<file path="config.mk">
export PLATFORM = sky130hd
export DESIGN_NAME = multicycle_controller_flat
export DESIGN_NICKNAME = d
export VERILOG_FILES = /design/src/rtl/multicycle_controller_if.sv /design/src/rtl/multicycle_controller.sv /design/src/flat_wrapper.sv
export SDC_FILE = /design/constraint.sdc
export NUM_CORES = 1
export LEC_CHECK = 0
export ABC_CLOCK_PERIOD_IN_PS = 2930
export BUFFER_PORTS_ARGS = -buffer_cell sky130_fd_sc_hd__buf_2
export CORE_MARGIN = 2
export CORE_UTILIZATION = 53
export CTS_CLUSTER_DIAMETER = 80
export DETAILED_ROUTE_END_ITERATION = 10
export GPL_ROUTABILITY_DRIVEN = 1
export GPL_TIMING_DRIVEN = 0
export MAX_ROUTING_LAYER = met4
export PLACE_DENSITY = 0.85
export SKIP_LAST_GASP = 1
export SYNTH_ARGS = -nofsm -noshare
export SYNTH_HDL_FRONTEND = slang
export SYNTH_SLANG_ARGS = --single-unit
</file>
<file path="constraint.sdc">
create_clock -name clk -period 2.93 [get_ports clk]
set_clock_uncertainty 0.2 [all_clocks]
set_input_delay 0.293 -clock clk [delete_from_list [all_inputs] [get_ports clk]]
set_output_delay 0.293 -clock clk [all_outputs]
set_load 0.02 [all_outputs]
</file>
<file path="src/rtl/multicycle_controller_if.sv">
// Handshake and control bundle between the multi-cycle control FSM and its datapath.
// Pure wiring; no storage, no latency.
// No backpressure: mem_ack is the only stall source and it is consumed by the FSM.
interface multicycle_controller_if #(
  parameter int CNT_W = 6
);
  logic             start;
  logic [CNT_W-1:0] no_instruct;
  logic [6:0]       opcode;
  logic             branch_taken;
  logic             mem_ack;

  logic             ir_write;
  logic             mem_req;
  logic             mem_we;
  logic             reg_write;
  logic [1:0]       wb_sel;
  logic             alu_src_a_pc;
  logic [1:0]       pc_sel;
  logic             next_instruct;
  logic [CNT_W-1:0] instr_count;
  logic             eof;
  logic             illegal;
  logic             bus_err;
  logic [2:0]       state;

  // Datapath / stimulus side
  modport master (
    output start, no_instruct, opcode, branch_taken, mem_ack,
    input  ir_write, mem_req, mem_we, reg_write, wb_sel, alu_src_a_pc,
           pc_sel, next_instruct, instr_count, eof, illegal, bus_err, state
  );

  // Controller side
  modport slave (
    input  start, no_instruct, opcode, branch_taken, mem_ack,
    output ir_write, mem_req, mem_we, reg_write, wb_sel, alu_src_a_pc,
           pc_sel, next_instruct, instr_count, eof, illegal, bus_err, state
  );
endinterface

</file>
<file path="src/rtl/multicycle_controller.sv">
// Control FSM for the unpipelined RV32I core: fetch/decode/exec/mem/wb/pc-update sequencing.
// Latency: branch 4, ALU/jump/lui/auipc 5, store 5+waits, load 6+waits cycles per instruction.
// Stalls in MEM while mem_ack is low; halts with bus_err after MEM_TIMEOUT unacked cycles.
module multicycle_controller #(
  parameter int CNT_W       = 6,
  parameter int MEM_TIMEOUT = 15
) (
  input logic                    clk,
  input logic                    rst,
  multicycle_controller_if.slave bus
);

  localparam logic [2:0] S_IDLE   = 3'd0;
  localparam logic [2:0] S_FETCH  = 3'd1;
  localparam logic [2:0] S_DECODE = 3'd2;
  localparam logic [2:0] S_EXEC   = 3'd3;
  localparam logic [2:0] S_MEM    = 3'd4;
  localparam logic [2:0] S_WB     = 3'd5;
  localparam logic [2:0] S_PCUPD  = 3'd6;
  localparam logic [2:0] S_HALT   = 3'd7;

  localparam logic [3:0] C_R      = 4'd0;
  localparam logic [3:0] C_I      = 4'd1;
  localparam logic [3:0] C_LOAD   = 4'd2;
  localparam logic [3:0] C_STORE  = 4'd3;
  localparam logic [3:0] C_BRANCH = 4'd4;
  localparam logic [3:0] C_JAL    = 4'd5;
  localparam logic [3:0] C_JALR   = 4'd6;
  localparam logic [3:0] C_LUI    = 4'd7;
  localparam logic [3:0] C_AUIPC  = 4'd8;
  localparam logic [3:0] C_NONE   = 4'd15;

  localparam int WAIT_W = $clog2(MEM_TIMEOUT + 1);

  logic [2:0]       state_q, state_d;
  logic [3:0]       cls_q, dec_cls;
  logic [CNT_W-1:0] limit_q, count_q, count_inc;
  logic             taken_q;
  logic [WAIT_W-1:0] wait_q;
  logic             eof_q, illegal_q, bus_err_q;
  logic [1:0]       wb_sel_c, pc_sel_c;

  assign count_inc = count_q + CNT_W'(1);

  // Map the raw opcode onto an instruction class; unknown opcodes become C_NONE
  always_comb begin
    dec_cls = C_NONE;
    case (bus.opcode)
      7'b0110011: dec_cls = C_R;
      7'b0010011: dec_cls = C_I;
      7'b0000011: dec_cls = C_LOAD;
      7'b0100011: dec_cls = C_STORE;
      7'b1100011: dec_cls = C_BRANCH;
      7'b1101111: dec_cls = C_JAL;
      7'b1100111: dec_cls = C_JALR;
      7'b0110111: dec_cls = C_LUI;
      7'b0010111: dec_cls = C_AUIPC;
      default:    dec_cls = C_NONE;
    endcase
  end

  // Next-state selection; the ack wins over the timeout in the same cycle
  always_comb begin
    state_d = state_q;
    case (state_q)
      S_IDLE:   if (bus.start) state_d = (bus.no_instruct == '0) ? S_HALT : S_FETCH;
      S_FETCH:  state_d = S_DECODE;
      S_DECODE: state_d = (dec_cls == C_NONE) ? S_HALT : S_EXEC;
      S_EXEC: begin
        if (cls_q == C_LOAD || cls_q == C_STORE) state_d = S_MEM;
        else if (cls_q == C_BRANCH)              state_d = S_PCUPD;
        else                                     state_d = S_WB;
      end
      S_MEM: begin
        if (bus.mem_ack)                               state_d = (cls_q == C_LOAD) ? S_WB : S_PCUPD;
        else if (wait_q == WAIT_W'(MEM_TIMEOUT - 1))   state_d = S_HALT;
      end
      S_WB:     state_d = S_PCUPD;
      S_PCUPD:  state_d = (count_inc == limit_q) ? S_HALT : S_FETCH;
      default:  state_d = S_HALT;
    endcase
  end

  // State, latched operands, counters and sticky halt causes
  always_ff @(posedge clk) begin
    if (!rst) begin
      state_q   <= S_IDLE;
      cls_q     <= C_R;
      limit_q   <= '0;
      count_q   <= '0;
      taken_q   <= 1'b0;
      wait_q    <= '0;
      eof_q     <= 1'b0;
      illegal_q <= 1'b0;
      bus_err_q <= 1'b0;
    end else begin
      state_q <= state_d;
      if (state_q == S_IDLE && bus.start) limit_q <= bus.no_instruct;
      if (state_q == S_DECODE)            cls_q   <= dec_cls;
      if (state_q == S_EXEC)              taken_q <= bus.branch_taken;
      if (state_q == S_PCUPD)             count_q <= count_inc;
      if (state_q == S_MEM && !bus.mem_ack) wait_q <= wait_q + WAIT_W'(1);
      else                                  wait_q <= '0;
      // The state we leave from tells which halt cause applies
      if (state_d == S_HALT && state_q != S_HALT) begin
        eof_q     <= (state_q == S_IDLE) || (state_q == S_PCUPD);
        illegal_q <= (state_q == S_DECODE);
        bus_err_q <= (state_q == S_MEM);
      end
    end
  end

  // Writeback source and PC select are only non-zero in their own state
  always_comb begin
    wb_sel_c = 2'd0;
    pc_sel_c = 2'd0;
    if (state_q == S_WB) begin
      case (cls_q)
        C_LOAD:         wb_sel_c = 2'd1;
        C_JAL, C_JALR:  wb_sel_c = 2'd2;
        C_LUI:          wb_sel_c = 2'd3;
        default:        wb_sel_c = 2'd0;
      endcase
    end
    if (state_q == S_PCUPD) begin
      if (cls_q == C_JAL || (cls_q == C_BRANCH && taken_q)) pc_sel_c = 2'd1;
      else if (cls_q == C_JALR)                            pc_sel_c = 2'd2;
    end
  end

  assign bus.ir_write      = (state_q == S_FETCH);
  assign bus.mem_req       = (state_q == S_MEM);
  assign bus.mem_we        = (state_q == S_MEM) && (cls_q == C_STORE);
  assign bus.reg_write     = (state_q == S_WB);
  assign bus.alu_src_a_pc  = (state_q == S_EXEC) && (cls_q == C_AUIPC);
  assign bus.next_instruct = (state_q == S_PCUPD);
  assign bus.wb_sel        = wb_sel_c;
  assign bus.pc_sel        = pc_sel_c;
  assign bus.instr_count   = count_q;
  assign bus.eof           = eof_q;
  assign bus.illegal       = illegal_q;
  assign bus.bus_err       = bus_err_q;
  assign bus.state         = state_q;

endmodule

</file>
<file path="src/flat_wrapper.sv">
// flat-port wrapper written by rule: the top's interface ports become plain ports
module multicycle_controller_flat 
#(
  parameter int CNT_W       = 6,
  parameter int MEM_TIMEOUT = 15
)
  (clk, rst, bus_start, bus_no_instruct, bus_opcode, bus_branch_taken, bus_mem_ack, bus_ir_write, bus_mem_req, bus_mem_we, bus_reg_write, bus_wb_sel, bus_alu_src_a_pc, bus_pc_sel, bus_next_instruct, bus_instr_count, bus_eof, bus_illegal, bus_bus_err, bus_state);
  multicycle_controller_if #(.CNT_W(CNT_W)) bus_i ();
  input logic clk;
  input logic rst;
  input wire logic [$bits(bus_i.start)-1:0] bus_start;
  input wire logic [$bits(bus_i.no_instruct)-1:0] bus_no_instruct;
  input wire logic [$bits(bus_i.opcode)-1:0] bus_opcode;
  input wire logic [$bits(bus_i.branch_taken)-1:0] bus_branch_taken;
  input wire logic [$bits(bus_i.mem_ack)-1:0] bus_mem_ack;
  output wire logic [$bits(bus_i.ir_write)-1:0] bus_ir_write;
  output wire logic [$bits(bus_i.mem_req)-1:0] bus_mem_req;
  output wire logic [$bits(bus_i.mem_we)-1:0] bus_mem_we;
  output wire logic [$bits(bus_i.reg_write)-1:0] bus_reg_write;
  output wire logic [$bits(bus_i.wb_sel)-1:0] bus_wb_sel;
  output wire logic [$bits(bus_i.alu_src_a_pc)-1:0] bus_alu_src_a_pc;
  output wire logic [$bits(bus_i.pc_sel)-1:0] bus_pc_sel;
  output wire logic [$bits(bus_i.next_instruct)-1:0] bus_next_instruct;
  output wire logic [$bits(bus_i.instr_count)-1:0] bus_instr_count;
  output wire logic [$bits(bus_i.eof)-1:0] bus_eof;
  output wire logic [$bits(bus_i.illegal)-1:0] bus_illegal;
  output wire logic [$bits(bus_i.bus_err)-1:0] bus_bus_err;
  output wire logic [$bits(bus_i.state)-1:0] bus_state;
  assign bus_i.start = bus_start;
  assign bus_i.no_instruct = bus_no_instruct;
  assign bus_i.opcode = bus_opcode;
  assign bus_i.branch_taken = bus_branch_taken;
  assign bus_i.mem_ack = bus_mem_ack;
  assign bus_ir_write = bus_i.ir_write;
  assign bus_mem_req = bus_i.mem_req;
  assign bus_mem_we = bus_i.mem_we;
  assign bus_reg_write = bus_i.reg_write;
  assign bus_wb_sel = bus_i.wb_sel;
  assign bus_alu_src_a_pc = bus_i.alu_src_a_pc;
  assign bus_pc_sel = bus_i.pc_sel;
  assign bus_next_instruct = bus_i.next_instruct;
  assign bus_instr_count = bus_i.instr_count;
  assign bus_eof = bus_i.eof;
  assign bus_illegal = bus_i.illegal;
  assign bus_bus_err = bus_i.bus_err;
  assign bus_state = bus_i.state;
  multicycle_controller #(.CNT_W(CNT_W), .MEM_TIMEOUT(MEM_TIMEOUT)) u_core (.clk(clk), .rst(rst), .bus(bus_i));
endmodule
</file>
==> results.toml <==
[logic_synthesis]
synth_area_leaders = "dfxtp_1 (32%), mux2i_1 (7.1%), xnor2_1 (5.2%)"
yosysUniqueCellTypes = 45
synth.avg_cell_area_sq_um = 9.00
ys_warn_count = 0
synth_area_sq_mm = 0.00170
ys_ff_latch = 27
synth_top_area_share_pct = 31.8
synthCells = 189
ys_seq_area_share_pct = 31.8
synth_nets = 210
yosysTopAreaCell = "dfxtp_1"

[timing]
hold_viol = 0
maxSlewHeadroom_pct = 51.2
finalCritPeriodShare_pct = 84.0
rsz0062_at_grt = "false"
fin_crit_ps = 2460
setup_tns_ps = 0
tightest_slew_ps = 726
setup_viol = 0
fmax_mhz = 406
maxSlewViolCount = 0

[global_route]
gr-total-overflow = 0
grt_pass1_wl_mm = 5.78
grt_use_total_pct = 21.2
grt_pass1_vias = 1291
grt_max_degree = 16
antenna_found_initial = 0

[clock_tree]
clockRootBuffer = "clkbuf_4"
clock_latency_ps = 320
postCtsSetupBuffers = 0
cts_max_level = 1
ctsHoldBuffers = 0
ctsResizeCount = 0
cts_tree = "done"
clk_pin_slew_worst_paths_ps = 140
clk_path_buf_depth = 2
cts_buffers = 3
clkSinkCount = 27

[power_and_ir_drop]
seqPwrFrac_pct = 37.8
powerDensity_mw_per_mm2 = 655
pwr-share-comb_pct = 49.8
p_leak_nw = 0.815
switching_share_pct = 42.1
power_frac_clock_pct = 12.3
p_sw_mw = 0.544
p_int_mw = 0.748
ir_drop_uv = 348

[status]
outcome = "completed"

[worst_setup_path]
cp-end-kind = "primary output"
r2r_cells = 8
path_class = "register to primary output"
worst_setup_path_start_kind = "register"
setup.worst_path.start = "u_core.bus.state[2]"
cp.arrival_ps = 1970
cp.required_ps = 2440
cp_max_fo = 8
r2r-start = "u_core.bus.instr_count[0]"

[finish]
n_antenna_cell = 0
final_nets = 253
final_util_pct = 64.6
drive_gt1_share_pct = 24.7
area.growth.synth_to_final_pct = 16.0

[drt]
ant_nets = 0
drtIter0Drc = 47
dr_total_vias = 1485
avgViaCountPerCell = 5.40
routedWlPerCell_microns = 12.6
drc = 0
dr.pass1.iters = 4
totalWireLength_mm = 3.48

[flow_run]
maxCapViolCount = 0

[min_path]
hold_class = "primary input to register"
hp-start = "bus_no_instruct[4]"
min_path_cells = 3

[floorplanning]
start_util_pct = 55.7
rows = 20
die_h_microns = 60.6
die_w_microns = 60.6
ios = 40
die-area_sq_mm = 0.00368
coreArea_sq_mm = 0.00305

[placed_design]
gp_congestion = 0.858
dpl.hpwl_mm = 2.67
io_buffer_count = 38
==> critical path: stages (launching register included) <==
cell	delay, ps
dfxtp_1	370
buf_6	160
inv_4	70
nor3_1	610
and3_1	270
buf_2	160
==> logic make-up after synthesis <==
logic type | share of synthesized area (%)
AO/OA/AOI/OAI | 10.2
XOR/XNOR | 8.76
adder cells (fa/ha/maj) | 2.21
buffers and inverters | 3.16
flip-flops | 31.8
multiplexers | 7.06
AND/OR/NAND/NOR | 36.9
==> state kept, by name (all words and copies together), names as in the netlist <==
signal / count
u_core.bus.eof: 1
u_core.limit_q: 6
u_core.bus.instr_count: 6
u_core.bus.bus_err: 1
u_core.wait_q: 4
u_core.cls_q: 4
u_core.bus.illegal: 1
u_core.bus.state: 3
u_core.taken_q: 1
==> synthesized netlist by cell type (all sizes together) <==
| cell type | count |
|---|---|
| nor3 | 6 |
| nor4b | 2 |
| nor3b | 6 |
| a21boi | 2 |
| o22ai | 1 |
| o211ai | 1 |
| and3 | 2 |
| or4b | 1 |
| clkbuf | 5 |
| nand4b | 1 |
| nand3 | 7 |
| a211oi | 3 |
| and3b | 1 |
| ha | 3 |
| nor2b | 11 |
| inv | 3 |
| mux2i | 12 |
| xor2 | 7 |
| and2 | 8 |
| o21ai | 10 |
| nand2b | 7 |
| buf | 3 |
| dfxtp | 27 |
| nor4 | 3 |
| a31oi | 4 |
| xnor2 | 10 |
| nand2 | 13 |
| and4bb | 1 |
| or3 | 2 |
| a311o | 1 |
| nand3b | 6 |
| nor2 | 10 |
| a21oi | 6 |
| nand4 | 4 |
==> layout make-up <==
cell class / count / area [sq um]
repair buffers: 38 / 190
well taps: 44 / 55.1
fillers: 285 / 1080
flip-flops and latches: 27 / 541
plain buffers: 8 / 40.0
inverters: 3 / 13.8
multi-input cells: 151 / 1110
clock inverters: 1 / 5.00
clock buffers: 3 / 22.5
==> per-layer routing <==
layer  share of wire, %  wire [microns]  GRT usage [%]
met1                 47            1630           29.9
met2                 46            1610           31.5
met3                5.0             173           2.56
met4                1.7              59           7.14
met5                  0               0              -
==> final timing paths <==
path                                     endpoint  slack (ps)
worst max-delay path                   bus_mem_we         470
worst min-delay path            u_core.limit_q[4]          40
worst max register to register     u_core.bus.eof         500
worst min register to register     u_core.bus.eof         270
==> through the flow <==
stage                     std cells  area (sq um)  hold slack, ps  setup slack, ps  power (mW)
final                           275          1970            39.3              470        1.29
after global routing            275          1970            38.7              250        1.38
after CTS                       275          1970            39.7              464        1.30
after detailed placement        271          1950             245              529        1.14
after global placement          271          1950             243              521        1.13
after floorplan                 189          1700             230              507       0.999
==> power groups by stage <==
stage / sequential [mW] / clock [mW] / combinational [mW]
after floorplan: 0.517 / 0 / 0.482
after global placement: 0.496 / 0 / 0.631
after detailed placement: 0.497 / 0 / 0.639
after CTS: 0.489 / 0.165 / 0.643
after global routing: 0.498 / 0.172 / 0.710
final: 0.489 / 0.160 / 0.644
==> layout by cell type (no fill, tap or decap), types with 2 or more instances in the layout <==
cell	netlist	routed
xnor2_1	10	10
a211oi_1	3	3
nand2_1	13	13
and3_1	2	2
nor3b_1	4	4
ha_1	3	3
mux2i_1	12	12
o21ai_0	8	8
nor3b_4	2	2
nor2_1	9	9
a31oi_1	3	3
xor2_1	7	7
nand3b_1	6	6
nor4_4	2	2
o21ai_1	2	2
a21oi_1	6	6
dfxtp_1	27	27
clkbuf_4	0	3
buf_2	2	40
clkbuf_1	5	5
nand4_1	4	4
nor3_1	5	5
and2_1	8	8
nor2b_1	11	11
inv_1	2	2
a21boi_1	2	2
nand2b_1	7	7
nand3_1	6	6
(Power assumes the default switching activity.)
